$ cat src/rtl/regfile_psr_stage.sv
// Operand-fetch / writeback stage around the combinational ALU: register file,
// PSR, registered ALU operands with writeback bypass, and debug read port.
module regfile_psr_stage #(
  parameter int NUM_REGS = 16,
  parameter int DATA_W   = 16,
  parameter int IMM_W    = 8
) (
  input  logic              clk,
  input  logic              reset,
  input  logic              instr_valid,
  input  logic [3:0]        opcode,
  input  logic [3:0]        opext,
  input  logic [3:0]        rdest,
  input  logic [3:0]        rsrc,
  input  logic [IMM_W-1:0]  imm,
  input  logic [DATA_W-1:0] alu_s,
  input  logic [4:0]        alu_flags,
  output logic [DATA_W-1:0] a_out,
  output logic [DATA_W-1:0] b_out,
  output logic [7:0]        op_out,
  output logic              carry_in,
  output logic              ex_valid,
  output logic [4:0]        psr,
  input  logic [3:0]        dbg_addr,
  output logic [DATA_W-1:0] dbg_data
);

  logic [DATA_W-1:0] regs [NUM_REGS];
  logic [3:0]        rdest_p1;
  logic              wb_p1;
  logic [DATA_W-1:0] a_nxt_p0;
  logic [DATA_W-1:0] b_nxt_p0;

  function automatic logic op_writes(input logic [7:0] op);
    logic w;
    w = 1'b0;
    case (op[7:4])
      4'b0101, 4'b0110, 4'b0111: w = 1'b1;
      4'b0000: w = (op[3:0] == 4'b0001) || (op[3:0] == 4'b0101) ||
                   (op[3:0] == 4'b0110) || (op[3:0] == 4'b0111);
      4'b1010: w = (op[3:0] == 4'b0101) || (op[3:0] == 4'b0110);
      default: w = 1'b0;
    endcase
    return w;
  endfunction

  function automatic logic op_has_imm(input logic [3:0] opc);
    return (opc == 4'b0101) || (opc == 4'b0110) || (opc == 4'b0111);
  endfunction

  // ADDUI zero-extends; ADDI and ADDCI sign-extend.
  function automatic logic [DATA_W-1:0] ext_imm(input logic [3:0] opc,
                                                input logic [IMM_W-1:0] im);
    logic signed [IMM_W-1:0]  sim;
    logic signed [DATA_W-1:0] sext;
    sim  = im;
    sext = DATA_W'(sim);
    if (opc == 4'b0110)
      return {{(DATA_W-IMM_W){1'b0}}, im};
    return sext;
  endfunction

  // ---- p0: operand fetch with bypass from the instruction writing back this edge
  assign wb_p1 = ex_valid && op_writes(op_out);

  always_comb begin
    a_nxt_p0 = regs[rdest];
    if (wb_p1 && (rdest_p1 == rdest))
      a_nxt_p0 = alu_s;
    if (op_has_imm(opcode))
      b_nxt_p0 = ext_imm(opcode, imm);
    else if (wb_p1 && (rdest_p1 == rsrc))
      b_nxt_p0 = alu_s;
    else
      b_nxt_p0 = regs[rsrc];
  end

  // ---- p1: EX-stage registers, register-file writeback and PSR capture
  always_ff @(posedge clk) begin
    if (reset) begin
      for (int i = 0; i < NUM_REGS; i++)
        regs[i] <= '0;
      psr      <= '0;
      a_out    <= '0;
      b_out    <= '0;
      op_out   <= '0;
      ex_valid <= 1'b0;
      rdest_p1 <= '0;
    end else begin
      if (wb_p1) begin
        regs[rdest_p1] <= alu_s;
        psr            <= alu_flags;
      end
      ex_valid <= instr_valid;
      if (instr_valid) begin
        op_out   <= {opcode, opext};
        a_out    <= a_nxt_p0;
        b_out    <= b_nxt_p0;
        rdest_p1 <= rdest;
      end
    end
  end

  assign carry_in = psr[4];
  assign dbg_data = regs[dbg_addr];

endmodule

$ cat config.mk
export PLATFORM = sky130hd
export DESIGN_NAME = regfile_psr_stage
export DESIGN_NICKNAME = d
export VERILOG_FILES = /design/src/rtl/regfile_psr_stage.sv
export SDC_FILE = /design/constraint.sdc
export NUM_CORES = 1
export LEC_CHECK = 0
export BUFFER_PORTS_ARGS = -buffer_cell sky130_fd_sc_hd__buf_2
export CORE_MARGIN = 8
export CORE_UTILIZATION = 55
export CTS_BUF_LIST = sky130_fd_sc_hd__clkbuf_4
export CTS_CLUSTER_SIZE = 20
export DETAILED_ROUTE_END_ITERATION = 8
export HOLD_SLACK_MARGIN = 0.03
export PLACE_DENSITY_LB_ADDON = 0.12
export SYNTH_ARGS = -nofsm -noshare
export SYNTH_HDL_FRONTEND = slang
export SYNTH_SLANG_ARGS = --single-unit
$ cat constraint.sdc
create_clock -name clk -period 3.4 [get_ports clk]
set_input_delay 0.17 -clock clk [delete_from_list [all_inputs] [get_ports clk]]
set_output_delay 0.17 -clock clk [all_outputs]
set_load 0.02 [all_outputs]
After elaboration in Yosys (flattened, before gate mapping)

Memory sizes are Yosys's and may differ from the RTL's. A register that Yosys moved wholly into a read port is not among the register bits.
Cells that the tools add are included.
Widths: inputs -> output; s select.

Register bits after elaboration: 34
Latch bits: 0
Bits in writable memories: 256
ROM bits: 0
Input port bits: 52
Output and inout port bits: 63
Word-level logic and storage cells: 44
Memories: 1

Add/subtract/negate cells: 0
$mul: 0
Div/mod/pow operators: 0
$lt $le $gt $ge: 0
Eq/ne operators: 12
Shift-type cells: 0
Muxes and demuxes: 15
Bitwise operators: 0
Reductions and logical operators: 11

Memory list:

| memory | depth | width | rd ports | clocked after Yosys merged registers in | wr ports | RTL line | source |
|---|---|---|---|---|---|---|---|
| regs   | 16    | 16    | 3        | 1                                       | 16       | 28       | `logic [DATA_W-1:0] regs [NUM_REGS];` |

Operators by type and width:

| operator           | count |
|---|---|
| $mux 16            | 5 |
| $eq 4x3->1 const B | 9 |
| $reduce_or 16->1   | 1 |
| $mux 1             | 8 |
| $logic_or 1x1->1   | 6 |
| $eq 4x1->1 const B | 1 |
| $eq 4x4->1         | 1 |
| $eq 4x4->1 const B | 1 |
| $logic_not 4->1    | 1 |
| $mux 4             | 1 |
| $pmux 1 s3         | 1 |
| $reduce_or 3->1    | 1 |
| $logic_and 1x1->1  | 2 |

Longest topological paths before layout

Depth in word-level cells: 11
Mapped depth: 8

Worst setup path before layout

No wires, ideal clock.

Kind: reg-to-reg
Start point: register op_out[3]
End point: memory regs[5][0], enable pin
Library setup time: 0.367 ns
Data arrival time: 2.273 ns
Data required time: 3.033 ns
Slack: 0.760 ns
Stages on the path, launching flop included: 7
Period minus slack after synthesis: 2.640 ns
Path through: dfxtp_1 -> or4b_1 -> a211o_1 -> buf_6 -> o21a_4 -> nor3b_1 -> a21o_1

RTL lines:

| element                | RTL line | source |
|---|---|---|
| from (decl)            | 20       | `output logic [7:0] op_out,` |
| from (signal assigned) | 96       | `op_out <= {opcode, opext};` |
| to (decl)              | 28       |  |

Final worst setup path

Start point: register op_out[4]
End point: register b_out[0]

Longest elaborated chain between the ends: 7
Elaborated cells between the ends (all ways): 11
Classes of those cells: 4 x eq/ne; 3 x mux; 4 x reduce/logical

RTL lines:

| element              | RTL line | source |
|---|---|---|
| $eq 4x3->1           | 37       | `case (op[7:4])` |
| $reduce_or 3->1      | 37       |  |
| $pmux 1 s3 *         | 37       |  |
| $logic_and 1x1->1 *  | 64       | `assign wb_p1 = ex_valid && op_writes(op_out);` |
| $logic_and 1x1->1 *  | 72       | `else if (wb_p1 && (rdest_p1 == rsrc))` |
| $mux 16 *            | 72       |  |
| $mux 16 *            | 70       | `if (op_has_imm(opcode))` |
| to (signal assigned) | 98       | `b_out <= b_nxt_p0;` |
| to (decl)            | 19       | `output logic [DATA_W-1:0] b_out,` |

Mark *: on every way between the ends. The rest lies on a longest branch, timed or not.
A chain may end at the register's enable or synchronous reset.

==> metrics.md <==
| Metric | Value |
|---|---|
| Status | finished, final reports clean |
| Routed len/inst | 29.4 um |
| Data arrival time of the critical path | 3830 ps |
| Initial Util | 0.554 |
| VDD IR-drop max | around 0.00021 V |
| Crit. End Element | flop |
| Final Setup Violations | 0 |
| Post-synth ARST share | 0 |
| Post-Syn Area | around 18000 um^2 |
| Most frequent cells in the layout | 256 x edfxtp_1, 239 x nor2_1, 224 x mux4_2, 120 x clkbuf_4, 110 x buf_2 |
| Total GRT Usage | 0.298 |
| Share of the synthesized area in the top cell type | 0.430 |
| Final Hold Viols | 0 |
| Vias per inst | between 6 and 7 |
| Slew Viols, Final | 0 |
| CTS max path bufs | 3 |
| CP Class | flop to flop |
| Ys flop type | edfxtp_1 |
| I/O pins | between 100 and 150 |
| Leakage | between 7 and 8 nW |
| Fin util | 0.637 |
| Area leader, netlist | edfxtp_1 |
| Initial DRC count | 1692 |
| CTS tree | built |
| Worst Path Max Fanout | 16 |
| Worst path max stage delay | between 600 and 700 ps |
| Routed Antenna Nets | 0 |
| Post-route cell area | between 20000 and 25000 um^2 |
| FF-to-FF setup slack | between 200 and 250 ps |
| Fmax | 317 MHz |
| Critical Path RT | 4080 ps |
| EDFF count, synth | 256 |
| Post-layout min period | around 3200 ps |
| Fin crit share | 0.927 |
| CP cell instances | or4b_1 -> a211o_1 -> a211o_2 -> mux2i_1 -> a2111oi_0 -> dlygate4sd3_1 |
| Chip width | roughly 200 um |
| Hold Path Class | input port to flop |
| Worst Clk Skew | 55.2 ps |
| Core area | about 32000 um^2 |
| FF+latch count, synth | 306 |
| Main area contributors after synthesis | edfxtp_1 43%, mux4_2 28%, dfxtp_1 5.6% |
| Synthesized area per cell | approximately 14 um^2 |
| Setup TNS | 0 ps |
| Slowest cell on crit path | a211o_2 |
| Global placer's final weighted congestion | 0.862 |
| Count of cell types in the netlist | 48 |
| Hpwl dp | about 39 mm |
| Pwr dens | roughly 440 nW/um^2 |
| Layout cells sized above 1 | 0.407 |
| Port-buffer cells | about 110 |
| Maxcap violations | 0 |
| # nets final | between 1k and 1.5k |
| Sequential area share after synthesis | 0.485 |
| Largest net degree at the start of global routing | 67 |
| CTS clk-pin slew, worst paths | about 60 ps |
| Gate Count Post-Synth | 1260 |
| Non-Filler Instances | just under 2k |
| Vias | between 10k and 15k |
| Max-Slew Margin vs Limit | 0.350 |
| Hold WS | between 90 and 100 ps |
| Post-CTS setup buffers | 0 |
| Total grt overflow | 0 |
| Syn-to-layout area delta | 14.9% |
| Most common cell after layout, fill and taps aside | edfxtp_1 |
| Total routed wirelength | 57.1 mm |
| Worst Max-Slew Pin Slew | a little under 1000 ps |
| DR DRC count | 0 |
| Number of global-route vias before repair | between 10k and 15k |
| TritonCTS sink count | slightly above 300 |
| Placed cells | 1757 |
| Die ar. | just under 40000 um^2 |
| Synth Net Count | between 1k and 1.5k |
| Startpoint Class | flop |
| Syn. warnings | 0 |
| Die height | between 150 and 200 um |
| Root Driver | clkbuf_4 |
| CTS H-tree lvls | 3 |
| Detailed Routing Iterations Pass 1 | 5 |
| Number of CTS-inserted buffers | 82 |
| # rows | 66 |
| Clk Latency, worst-skew pair | ~740 ps |
| RSZ-0062 raised after global routing | no |
| DP Area | around 19000 um^2 |
| Initial antenna violation count | 2 |
| Global-route wire length before repair | between 80 and 90 mm |
-- timing repair --
action                     4_1_cts  5_1_grt
setup endpoints to repair        0        1
hold buffers                    41        0
resized for setup                0        1
hold endpoints to repair       212        0
-- path summary, 6_finish.rpt --
| path | cells after the start | end | start |
|---|---|---|---|
| max reg2reg | 6 | b_out[0] | op_out[4] |
| min reg2reg | 2 | psr[3] | psr[3] |
| max | 6 | b_out[0] | op_out[4] |
| min | 3 | rdest_p1[3] | rdest[3] |
-- critical path, delay by kind of cell, from the launching register on --
family / cells / cell delay (ps)
compound gates: 3 / 1420
buf+inv: 1 / 600
flops: 1 / 330
mux: 1 / 200
simple gates: 1 / 530
-- through the flow --
step | total power [mW] | setup WS (ps)
2_1_floorplan | 5.27 | 760
3_3_place_gp | 5.76 | 517
3_5_place_dp | 5.77 | 455
4_1_cts | 9.14 | 180
5_1_grt | 9.43 | 149
6_report | 9.11 | 247
-- logic make-up after synthesis --
logic type	share of synthesized area
buffers and inverters	0.0360
xor gates and xnor gates	0.00391
and+or+nand+nor	0.120
muxes	0.308
AOI/OAI and AO/OA	0.0468
DFF	0.485
-- Yosys cell counts, types with 2 or more instances --
library cell	count
buf_6	2
nor3b_1	4
xnor2_1	8
a2111oi_0	8
o211ai_1	8
mux4_2	224
a21o_1	17
nor2_4	60
a211o_1	2
a211oi_1	5
nand3b_1	3
inv_1	11
dfxtp_1	50
buf_12	6
a311oi_1	24
nor3_1	5
clkbuf_1	69
mux2_2	8
o32ai_1	5
nand2_1	91
edfxtp_1	256
mux2i_1	37
nand3_1	18
nor2_1	239
o21ai_0	21
a21oi_1	10
o22ai_1	5
buf_1	20
nand4_1	2
buf_2	23
o21a_1	2
-- registers in the layout (all words and copies together) (netlist names) --
name      count
a_out        16
b_out        16
ex_valid      1
op_out        8
psr           5
rdest_p1      4
regs        256
-- area by class of cell --
| cell class | count | area, um^2 |
|---|---|---|
| Timing Repair Buffer | 217 | 1620 |
| Tap cell | 442 | 553 |
| Inverter | 12 | 45.0 |
| Clock buffer | 120 | 901 |
| Multi-Input combinational cell | 821 | 8590 |
| Sequential cell | 306 | 8690 |
| Clock inverter | 27 | 166 |
| Antenna cell | 1 | 2.50 |
| Fill cell | 2441 | 11700 |
-- report_power, final --
group / internal [mW] / switching (mW) / leakage [nW]
logic: 0.633 / 0.774 / 3.40
clock network: 1.77 / 1.58 / 0.637
registers: 4.21 / 0.135 / 3.04
-- layer usage --
metal	vias to the layer above	global-route usage	wire (um)
met5	-	0	0
met4	0	0.107	1760
met3	136	0.0870	7070
met2	944	0.457	26300
met1	6536	0.403	22000
li1	5367	-	-
(Power assumes the default switching activity.)
